--- src/rtl/spi_slave_sync.sv ---
// SPI slave with clk-domain oversampling of SCLK/CS/MOSI, RX FIFO with
// sticky overrun flag, and a TX shadow register that is recirculated per word.
module spi_slave_sync #(
    parameter int unsigned DATA_W     = 8,
    parameter int unsigned TX_W       = 16,
    parameter int unsigned CPOL       = 0,
    parameter int unsigned CPHA       = 0,
    parameter int unsigned FIFO_DEPTH = 4
) (
    input  logic              clk,
    input  logic              rst_n,
    input  logic              spi_sclk,
    input  logic              spi_cs_n,
    input  logic              spi_mosi,
    output logic              spi_miso,
    output logic [DATA_W-1:0] rx_data,
    output logic              rx_valid,
    input  logic              rx_ready,
    input  logic [TX_W-1:0]   tx_data,
    input  logic              tx_load,
    input  logic              rx_ovr_clr,
    output logic              rx_overrun,
    output logic              frame_active
);

    localparam int unsigned PTR_W = $clog2(FIFO_DEPTH);
    localparam int unsigned CNT_W = PTR_W + 1;
    localparam int unsigned RXC_W = $clog2(DATA_W);
    localparam int unsigned TXC_W = $clog2(TX_W);
    localparam logic        SCLK_IDLE = (CPOL != 0);
    localparam logic        SAMPLE_TRAIL = (CPHA != 0);

    typedef enum logic [1:0] {
        ST_DISARMED = 2'd0,   // after reset: wait to see CS high before any frame
        ST_IDLE     = 2'd1,   // CS high, waiting for a falling edge
        ST_ACTIVE   = 2'd2    // frame in progress
    } state_t;

    // ------------------------------------------------------------------
    // Synchronizers
    // ------------------------------------------------------------------
    logic [2:0] sclk_q;
    logic [2:0] cs_q;
    logic [1:0] mosi_q;
    logic [1:0] sync_fill_q;

    logic sclk_rise;
    logic sclk_fall;
    logic lead_edge;
    logic trail_edge;
    logic sample_edge;
    logic shift_edge;
    logic cs_sync;
    logic cs_fall;
    logic mosi_sync;
    logic sync_primed;

    // Bring SCLK, CS and MOSI into the clk domain; sync_fill marks when the chains hold real pin values
    always_ff @(posedge clk or negedge rst_n) begin
        if (!rst_n) begin
            sclk_q      <= {3{SCLK_IDLE}};
            cs_q        <= 3'b111;
            mosi_q      <= 2'b00;
            sync_fill_q <= 2'b00;
        end else begin
            sclk_q      <= {sclk_q[1:0], spi_sclk};
            cs_q        <= {cs_q[1:0], spi_cs_n};
            mosi_q      <= {mosi_q[0], spi_mosi};
            sync_fill_q <= {sync_fill_q[0], 1'b1};
        end
    end

    assign sclk_rise   = sclk_q[1] & ~sclk_q[2];
    assign sclk_fall   = ~sclk_q[1] & sclk_q[2];
    assign lead_edge   = SCLK_IDLE ? sclk_fall : sclk_rise;
    assign trail_edge  = SCLK_IDLE ? sclk_rise : sclk_fall;
    assign sample_edge = SAMPLE_TRAIL ? trail_edge : lead_edge;
    assign shift_edge  = SAMPLE_TRAIL ? lead_edge : trail_edge;
    assign cs_sync     = cs_q[1];
    assign cs_fall     = ~cs_q[1] & cs_q[2];
    assign mosi_sync   = mosi_q[1];
    assign sync_primed = sync_fill_q[1];

    // ------------------------------------------------------------------
    // Frame control FSM
    // ------------------------------------------------------------------
    state_t state_q;
    state_t state_d;
    logic   frame_start;
    logic   frame_live;

    // State register and registered frame_active
    always_ff @(posedge clk or negedge rst_n) begin
        if (!rst_n) begin
            state_q      <= ST_DISARMED;
            frame_active <= 1'b0;
        end else begin
            state_q      <= state_d;
            frame_active <= (state_d == ST_ACTIVE);
        end
    end

    // Next-state: a frame only starts on a CS fall seen after CS was observed high
    always_comb begin
        state_d     = state_q;
        frame_start = 1'b0;
        case (state_q)
            ST_DISARMED: begin
                if (sync_primed && cs_sync) begin
                    state_d = ST_IDLE;
                end
            end
            ST_IDLE: begin
                if (cs_fall) begin
                    state_d     = ST_ACTIVE;
                    frame_start = 1'b1;
                end
            end
            ST_ACTIVE: begin
                if (cs_sync) begin
                    state_d = ST_IDLE;
                end
            end
            default: state_d = ST_DISARMED;
        endcase
    end

    assign frame_live = (state_q == ST_ACTIVE) && !cs_sync;

    // ------------------------------------------------------------------
    // RX shifter
    // ------------------------------------------------------------------
    logic [DATA_W-1:0] rx_shift_q;
    logic [RXC_W-1:0]  rx_cnt_q;
    logic [DATA_W-1:0] rx_word;
    logic              sample_evt;
    logic              push;

    assign sample_evt = frame_live && sample_edge;
    assign rx_word    = {rx_shift_q[DATA_W-2:0], mosi_sync};
    assign push       = sample_evt && (rx_cnt_q == RXC_W'(DATA_W - 1));

    // Shift MOSI in MSB first; a partial word is simply abandoned at frame end
    always_ff @(posedge clk or negedge rst_n) begin
        if (!rst_n) begin
            rx_shift_q <= '0;
            rx_cnt_q   <= '0;
        end else if (frame_start) begin
            rx_shift_q <= '0;
            rx_cnt_q   <= '0;
        end else if (sample_evt) begin
            rx_shift_q <= rx_word;
            if (push) begin
                rx_cnt_q <= '0;
            end else begin
                rx_cnt_q <= rx_cnt_q + RXC_W'(1);
            end
        end
    end

    // ------------------------------------------------------------------
    // RX FIFO
    // ------------------------------------------------------------------
    logic [DATA_W-1:0] mem_q [FIFO_DEPTH];
    logic [PTR_W-1:0]  wr_ptr_q;
    logic [PTR_W-1:0]  rd_ptr_q;
    logic [CNT_W-1:0]  count_q;
    logic [CNT_W-1:0]  count_d;
    logic              pop;
    logic              full;
    logic              wr_en;
    logic              ovr_set;

    assign pop     = rx_valid && rx_ready;
    assign full    = (count_q == CNT_W'(FIFO_DEPTH));
    assign wr_en   = push && (!full || pop);
    assign ovr_set = push && full && !pop;
    assign rx_data = mem_q[rd_ptr_q];

    // Occupancy update; simultaneous push and pop leave the count unchanged
    always_comb begin
        count_d = count_q;
        if (wr_en && !pop) begin
            count_d = count_q + CNT_W'(1);
        end else if (!wr_en && pop) begin
            count_d = count_q - CNT_W'(1);
        end
    end

    // FIFO storage, pointers, valid flag and sticky overrun (set beats clear)
    always_ff @(posedge clk or negedge rst_n) begin
        if (!rst_n) begin
            for (int unsigned i = 0; i < FIFO_DEPTH; i++) begin
                mem_q[i] <= '0;
            end
            wr_ptr_q   <= '0;
            rd_ptr_q   <= '0;
            count_q    <= '0;
            rx_valid   <= 1'b0;
            rx_overrun <= 1'b0;
        end else begin
            if (wr_en) begin
                mem_q[wr_ptr_q] <= rx_word;
                wr_ptr_q        <= wr_ptr_q + PTR_W'(1);
            end
            if (pop) begin
                rd_ptr_q <= rd_ptr_q + PTR_W'(1);
            end
            count_q  <= count_d;
            rx_valid <= (count_d != '0);
            if (ovr_set) begin
                rx_overrun <= 1'b1;
            end else if (rx_ovr_clr) begin
                rx_overrun <= 1'b0;
            end
        end
    end

    // ------------------------------------------------------------------
    // TX shadow and shifter
    // ------------------------------------------------------------------
    logic [TX_W-1:0]  shadow_q;
    logic [TX_W-1:0]  shadow_d;
    logic [TX_W-1:0]  tx_shift_q;
    logic [TXC_W-1:0] tx_cnt_q;
    logic             tx_first_q;
    logic             shift_evt;

    // A load in the same cycle as a frame start or word boundary is the one used
    assign shadow_d  = tx_load ? tx_data : shadow_q;
    assign shift_evt = frame_live && shift_edge;

    // MISO is the registered MSB; words recirculate from the shadow at each boundary
    always_ff @(posedge clk or negedge rst_n) begin
        if (!rst_n) begin
            shadow_q   <= '0;
            tx_shift_q <= '0;
            tx_cnt_q   <= '0;
            tx_first_q <= 1'b0;
            spi_miso   <= 1'b0;
        end else begin
            shadow_q <= shadow_d;
            if (frame_start) begin
                tx_shift_q <= shadow_d;
                tx_cnt_q   <= '0;
                tx_first_q <= SAMPLE_TRAIL;
                spi_miso   <= SAMPLE_TRAIL ? 1'b0 : shadow_d[TX_W-1];
            end else if (!frame_live) begin
                tx_cnt_q   <= '0;
                tx_first_q <= 1'b0;
                spi_miso   <= 1'b0;
            end else if (shift_evt) begin
                if (tx_first_q) begin
                    tx_first_q <= 1'b0;
                    spi_miso   <= tx_shift_q[TX_W-1];
                end else if (tx_cnt_q == TXC_W'(TX_W - 1)) begin
                    tx_shift_q <= shadow_d;
                    tx_cnt_q   <= '0;
                    spi_miso   <= shadow_d[TX_W-1];
                end else begin
                    tx_shift_q <= {tx_shift_q[TX_W-2:0], 1'b0};
                    tx_cnt_q   <= tx_cnt_q + TXC_W'(1);
                    spi_miso   <= tx_shift_q[TX_W-2];
                end
            end
        end
    end

endmodule
--- config.mk ---
export PLATFORM = sky130hd
export DESIGN_NAME = spi_slave_sync
export DESIGN_NICKNAME = d
export VERILOG_FILES = /design/src/rtl/spi_slave_sync.sv
export SDC_FILE = /design/constraint.sdc
export NUM_CORES = 1
export LEC_CHECK = 0
export CELL_PAD_IN_SITES_DETAIL_PLACEMENT = 0
export CELL_PAD_IN_SITES_GLOBAL_PLACEMENT = 1
export CORE_UTILIZATION = 37
export CTS_CLUSTER_DIAMETER = 200
export DETAILED_ROUTE_END_ITERATION = 10
export PLACE_DENSITY = 0.68
export REMOVE_ABC_BUFFERS = 1
export SLEW_MARGIN = 20
export SYNTH_ARGS = -nofsm -noshare
export SYNTH_HDL_FRONTEND = slang
export SYNTH_SLANG_ARGS = --single-unit
--- constraint.sdc ---
create_clock -name clk -period 2 [get_ports clk]
set_clock_uncertainty 0.1 [all_clocks]
set_input_delay 0.4 -clock clk [delete_from_list [all_inputs] [get_ports clk]]
set_output_delay 0.4 -clock clk [all_outputs]
set_load 0.005 [all_outputs]
* Yosys cells after proc, flatten, opt, wreduce, memory -nomap -nowiden
Index checks and enable logic that the tools add are counted.
** Word-level totals
- Bits in registers :: 102
- Output and inout bits :: 12
** Operators by class
- $add $sub $neg :: 6
- $lt $le $gt $ge :: 3
- Equality and inequality tests :: 9
- Muxes and demuxes :: 40
- Bitwise gates (word level) :: 8
- Reduce and logical (&&, ||, !) cells :: 25
** Operators with widths (number)
- $mux 16 :: 6
- $bwmux 32 :: 1
- $mux 8 :: 3
- $mux 4 :: 5
- $bmux 8 s2 :: 1
- $demux 8 s2 :: 1
- $mux 3 :: 5
- $mux 7 :: 2
- $logic_and 1x1->1 :: 12
- $mux 1 :: 12
- $reduce_bool 2->1 :: 4
- $add 3x1->3 const B :: 2
- $eq 3x3->1 const B :: 2
- $ge 3x3->1 const B :: 2
- $mux 2 :: 3
- $not 2->3 :: 2
- $pmux 2 s3 :: 1
- $add 2x1->2 const B :: 2
- $add 4x1->4 const B :: 1
- $eq 2x2->1 const B :: 2
- $eq 4x4->1 const B :: 1
- $logic_not 1->1 :: 4
- $and 1x1->1 :: 3
- $lt 3x1->1 const B :: 1
- other kinds (11) :: 13

* Depth between registers and ports, before layout
- Depth in word-level cells :: 10
- Gate-level depth with buffers :: 8

* Worst setup path before layout
No wires, ideal clock.
- Kind :: flip-flop to flip-flop
- Start point :: register rx_cnt_q[0]
- End point :: register mem_q[10] (netlist name)
- Setup time :: 0.125 ns
- Data arrival time :: 1.874 ns
- Path slack :: -0.099 ns
- Cell stages (with the launch flop) :: 9
- Period minus slack after synthesis :: 2.099 ns
- Path through :: dfrtp_1 -> ha_1 -> ha_1 -> and3b_1 -> and2_2 -> and2_1 -> buf_6 -> nand2_4 -> mux2_2
** Between the ends
- Word-level cells in the longest chain between the ends :: 3
** Ends and longest elaborated chain
- from (decl) :: RTL line 134 : logic [RXC_W-1:0] rx_cnt_q;
- from (signal assigned) :: RTL line 156 : rx_cnt_q <= rx_cnt_q + RXC_W'(1);
- $eq 3x3->1 :: RTL line 141 : assign push = sample_evt && (rx_cnt_q == RXC_W'(DATA_W - 1));
- $logic_and 1x1->1 :: RTL line 141
- $logic_and 1x1->1 :: RTL line 176 : assign wr_en = push && (!full || pop);
- to (signal, indexed assignment) :: RTL line 203 : mem_q[wr_ptr_q] <= rx_word;
- to (decl) :: RTL line 164 : logic [DATA_W-1:0] mem_q [FIFO_DEPTH];
No other way between the ends.
A chain may end at the register's enable or synchronous reset.

* Worst setup path after layout
- Start point :: register rd_ptr_q[0]
- End point :: output port rx_data[5]
** Between the ends
- Word-level cells in the longest chain between the ends :: 4
** Ends and longest elaborated chain
- from (decl) :: RTL line 166 : logic [PTR_W-1:0] rd_ptr_q;
- from (signal assigned) :: RTL line 207 : rd_ptr_q <= rd_ptr_q + PTR_W'(1);
- $not 2->3 (implied by the code) :: RTL line 178 : assign rx_data = mem_q[rd_ptr_q];
- $bmux 8 s2 :: RTL line 178
- $mux 8 (implied by the code) (2 in a row) :: RTL line 178
- to (decl) :: RTL line 16 : output logic [DATA_W-1:0] rx_data,
No other way between the ends. The select of a mux whose other input is x is not followed.

==> results.json <==
{
  "timing.rr.start": "rx_cnt_q[0]$_DFFE_PN0P_",
  "grt_pass1_wl_um": 13700,
  "cp-startpoint": "rd_ptr_q[0]$_DFFE_PN0N_",
  "critPathCapture": "rx_data[5]",
  "clkPwrFrac_pct": 37.6,
  "drv_slew": 0,
  "initial_core_util_pct": 38.8,
  "worstSetupEndpointType": "primary output",
  "hold_class": "register to register",
  "max_slew_margin_pct": 55.4,
  "antenna_found_initial": 0,
  "p_switching_mw": 1.21,
  "grt_pass1_vias": 2750,
  "io_pins": 36,
  "synthesis.instances": 326,
  "synth_top_area_share_pct": 56.7,
  "cts.clk_slew.worst_paths_ns": 0.06,
  "synth.area.top_cells": "dfrtp_1, mux2_2, mux4_2, nand2_1, mux2i_1",
  "drt-initial-drc-count": 109,
  "route.met2.wl_um": 3740,
  "portBuffers": 35,
  "min_period_ns": 2.12,
  "finalCoreUtilization_pct": 50.8,
  "post-route-drc-count": 0,
  "tightest_slew_ns": 0.667,
  "layout_setup_ws_ns": -0.123,
  "wire_per_inst_um": 15.1,
  "whs_ns": 0.248,
  "grt_setup_unrepaired": "true",
  "startpoint_type": "register",
  "crit_fanout": 4,
  "p_seq_share_pct": 46.0,
  "synth.distinct_cells": 40,
  "setup_viol": 8,
  "r2r_end": "rx_valid$_DFF_PN0_",
  "power_density_nw_per_um2": 915,
  "coreArea_um2": 11000,
  "max_freq_mhz": 471,
  "status": "finished with violations",
  "mostFrequentLayoutCell": "dfrtp_1",
  "viasPerCell": 4.92,
  "r2r_setup_slack_ns": -0.11,
  "num_antenna_cells": 0,
  "failed_checks": "setup timing",
  "cts-buffers-inserted": 9,
  "maxCapViolCount": 0,
  "syn_area_um2": 4280,
  "ys_warn_count": 0,
  "peakVddDrop_uv": 567,
  "grt.total_usage_pct": 15.2,
  "min_period_over_period_pct": 106,
  "syn_to_final_growth_pct": 31.0,
  "pre_cts_ws_ns": -0.257,
  "finalSetupTns_ns": -0.655,
  "cts-root-buf": "clkbuf_16",
  "die-area_um2": 12000,
  "cts_tree": "built",
  "die_w_um": 110,
  "die_h_um": 110,
  "std_cell_rows": 38,
  "met3_length_um": 349,
  "postRouteWirelength_um": 8190,
  "critPathArrivalTime_ns": 1.62,
  "p_int_mw": 3.91,
  "ys_seq_area_share_pct": 58.6,
  "cts.sinks": 100,
  "layout_common_cells": "dfrtp_1, nand2_1, mux2_4",
  "htree_levels": 3,
  "dp_hpwl_um": 5380,
  "ant_nets": 0,
  "p_sw_share_pct": 23.7,
  "drt-pass1-iter-count": 4,
  "syn_area_per_cell_um2": 13.1,
  "cp_data_required_time_ns": 1.50,
  "cts_buffer_depth": 2,
  "routed.top_layer": "met4",
  "synth_largest_area_cell": "dfrtp_1",
  "gp_congestion": 0.700,
  "clk_latency_ns": 0.34,
  "p_leak_nw": 2.59,
  "vias": 2664,
  "p_comb_share_pct": 16.5,
  "path_class": "register to primary output",
  "rr_worst_depth": 8,
  "grt_max_degree": 34,
  "final_nets": 430,
  "drive_above_1_share_pct": 34.2,
  "hold_violations": 0,
  "synth-seq-cells": 100,
  "wl_met1_um": 3990,
  "grt_overflow": 0
}
==> cell usage after synthesis <==
cell type  number
a211oi_1        1
a21boi_0        1
a21oi_1        10
a22oi_1         1
a311oi_1        1
a31o_2          1
a31oi_1         2
and2_1          1
and2_2          1
and3_1          1
and3b_1         1
buf_1           2
buf_2           3
buf_4           2
buf_6           1
clkbuf_1        4
conb_1          1
dfrtp_1        97
dfstp_2         3
ha_1           10
inv_1           5
inv_2           1
mux2_1          2
mux2_2         46
mux2i_1        16
mux4_2          8
nand2_1        45
nand2_4         4
nand2b_1        1
nand3_1         5
nand3b_1        1
nor2_1          3
nor2b_1         2
nor3b_4         2
o21a_1          1
o21ai_0        30
o22ai_1         1
or3_1           4
xnor2_1         3
xor2_1          2
==> metrics by stage <==
| step | total power [mW] | instances | instance area [µm²] |
|---|---|---|---|
| global placement | 3.05 | 512 | 4970 |
| global route | 5.41 | 541 | 5610 |
| finish | 5.13 | 541 | 5610 |
| floorplan | 2.76 | 314 | 4220 |
| detailed placement | 3.07 | 512 | 4970 |
| CTS | 5.19 | 537 | 5490 |
==> registers in the layout (all words and copies together), names as in the netlist, 2 cells and up <==
name	cells
shadow_q	16
tx_shift_q	15
tx_cnt_q	4
mosi_q	2
state_q	2
count_q	3
rd_ptr_q	2
mem_q	32
sync_fill_q	2
rx_cnt_q	3
wr_ptr_q	2
sclk_q	3
cs_q	3
rx_shift_q	7
==> worst min path at each step <==
stage	from	end	slack [ns]	depth (start not counted)
6_report	sclk_q[0]$_DFF_PN0_	sclk_q[1]$_DFF_PN0_	0.25	0
5_1_grt	sclk_q[0]$_DFF_PN0_	sclk_q[1]$_DFF_PN0_	0.26	0
2_1_floorplan	rst_n	count_q[0]$_DFF_PN0_	0.004	0
3_5_place_dp	rst_n	mem_q[16]$_DFFE_PN0P_	0.19	1
4_1_cts	sclk_q[0]$_DFF_PN0_	sclk_q[1]$_DFF_PN0_	0.25	0
3_3_place_gp	rst_n	mosi_q[1]$_DFF_PN0_	0.19	1
==> layout make-up <==
cell class	instances	area, µm²
Clock inverter	3	67.6
Clock buffer	13	270
Inverter	6	22.5
Multi-Input combinational cell	208	1890
Timing Repair Buffer	71	676
Fill cell	981	5420
Tap cell	140	175
Sequential cell	100	2510
==> kinds of logic (layout without fill, tap and decap cells) <==
group | Yosys count | count (layout) | synth area share (%)
AO/OA/AOI/OAI | 49 | 49 | 6.23
adder cells (fa/ha/maj) | 10 | 10 | 2.92
multiplexers | 72 | 72 | 20.6
XOR/XNOR | 5 | 5 | 1.02
buffers and inverters | 18 | 93 | 2.02
flip-flops | 100 | 100 | 58.6
AND/OR/NAND/NOR | 71 | 71 | 8.59
other | 1 | 1 | 0.0876
==> metal layers <==
layer,global-route usage (%),up-vias
li1,-,1278
met1,20.4,1346
met2,23.4,32
met3,4.45,8
met4,5.71,0
met5,0,-
==> timing repair <==
action                                  4_1_cts  5_1_grt
endpoints found under the setup margin       59       63
cloned                                        1        0
pin swaps                                     6        7
hold endpoints to repair                     14        0
buffers inserted                              7        5
hold buffers                                  1        0
gates resized for setup                      63       28
==> power groups by stage <==
stage / clock network [mW] / registers, mW / logic [mW]
2_1_floorplan: 0 / 2.39 / 0.369
3_3_place_gp: 0 / 2.38 / 0.662
3_5_place_dp: 0 / 2.39 / 0.680
4_1_cts: 1.97 / 2.36 / 0.861
5_1_grt: 2.06 / 2.39 / 0.961
6_report: 1.93 / 2.36 / 0.845
==> critical path, stage by stage (launching register included) <==
cell,delay (ns)
dfrtp_2,0.39
buf_12,0.12
buf_8,0.10
mux4_2,0.52
buf_2,0.15
Power figures use the tool's default switching activity.
==> RTL change, RTL diff (config.mk and constraints unchanged) <==
Change the parameter `DATA_W` from 8 to 4.
--- a/src/rtl/spi_slave_sync.sv
+++ b/src/rtl/spi_slave_sync.sv
@@ -1,7 +1,7 @@
 // SPI slave with clk-domain oversampling of SCLK/CS/MOSI, RX FIFO with
 // sticky overrun flag, and a TX shadow register that is recirculated per word.
 module spi_slave_sync #(
-    parameter int unsigned DATA_W     = 8,
+    parameter int unsigned DATA_W     = 4,
     parameter int unsigned TX_W       = 16,
     parameter int unsigned CPOL       = 0,
     parameter int unsigned CPHA       = 0,
Ports: changed (resized rx_data); port bits go from 36 to 32. The function was not compared with the original's and may differ.
==> RTL change against the original RTL <==
- the flow still finishes with violations (setup timing)
- routed wire length is 30% lower
- power is 19% lower
- design area is 25% lower
- clock power is 31% lower
- via count is 22% lower
- setup slack better by 0.11 ns
- synthesized area is 21% lower
- hold slack better by 0.0028 ns
- sequential cell count is 21 lower
- largest cell class unchanged
- largest power group unchanged
==> RTL change: results (changes against the original RTL) <==
Timing
  • Final setup fails: 3 (-5)
  • Fin Setup TNS: -0.0246 ns (+0.630 ns)
  • Worst-Margin Slew: 0.649 ns (-0.0186 ns)
  • Final setup margin: -0.0115 ns (+0.111 ns)
  • Final hold slack: 0.251 ns (+0.00282 ns)

Yosys
  • Top cells by area, synth: dfrtp_1 56%, mux2_2 10%, mux2i_1 5.1%
  • Yosys cell types: 37 (-7.5%)
  • Seq/Total Area, Yosys: 58.8% (+0.23 points)
  • Post-synthesis xor/xnor area fraction: 1.30% (+0.28 points)
  • Post-synth top cells: 76 x dfrtp_1, 38 x nand2_1, 31 x mux2_2
  • Post-synthesis mux area share: 18.4% (-2.2 points)

Worst hold path
  • Hold Crit Start: sync_fill_q[0]$_DFF_PN0_
  • Hold path endpoint: sync_fill_q[1]$_DFF_PN0_

Finish
  • Multi-input gate count: 172 (-17%)
  • Seq/total area: 47.3% (+2.5 points)
  • Top Registers: mem_q: 16 flops, shadow_q: 16 flops, tx_shift_q: 15 flops
  • Layout Nets: 351 (-18%)
  • Clock buf count: 12 (-1)
  • Logic inverters: 7 (+1)
  • Area occupied by multi-input gates: 1340 µm² (-29%)
  • Fill count: 792 (-19%)
  • Plain + repair buffers: 49 (-31%)

Route
  • Mean routed wirelength per cell: 13.4 µm (-12%)
  • DR iter-0 viols: 63 (-42%)

Place
  • DP Worst Slack: -0.0985 ns (+0.159 ns)
  • IO Port Bufs: 31 (-11%)
  • DP Wirelength: 3.99 mm (-26%)
  • Gp weighted congestion: 0.762 (+8.9%)

Worst setup path
  • WP data arrival: 1.51 ns (-0.11 ns)
  • Worst R2R Start: state_q[0]$_DFF_PN0_
  • CP max stage delay: 0.48 ns (-0.04 ns)
  • R2R cell count: 5 (-3)
  • Setup slack, reg-to-reg: 0.08 ns (+0.19 ns)

Run status
  • Violated checks: setup timing
  • Status: complete, but fails checks

Global route
  • First-pass GRT wire length: 10.2 mm (-26%)
  • Largest net degree at the start of global routing: 56 (+65%)
  • Vias in the first global route: 2129 (-23%)

Pwr
  • Peak VDD IR: 0.000503 V (-11%)

Clock tree
  • # clock sinks: 79 (-21%)
RTL change: timing repair:
| action | in CTS | in global routing |
|---|---|---|
| gates resized for setup | 17 | 4 |
| setup buffers | 3 | 0 |
| hold endpoints to repair | 22 | 0 |
| endpoints found under the setup margin | 21 | 20 |
| pin swaps | 0 | 1 |
| hold buffers | 1 | 0 |
RTL change: per-stage QoR:
step	cell area (µm²)	power, µW	cells
finish	4190	4140	431
global placement	3920	2760	411
detailed placement	3920	2770	411
global route	4190	4400	431
floorplan	3330	2470	258
CTS	4170	4190	431
RTL change: per-layer routing:
metal	wire length, µm	share of wire, %	vias to the layer above	global-route usage [%]
met4	80	1.4	0	5.43
li1	-	-	1025	-
met1	2730	47	998	16.8
met2	2710	47	36	21.8
met5	0	0	-	0
met3	249	4.3	11	4.39
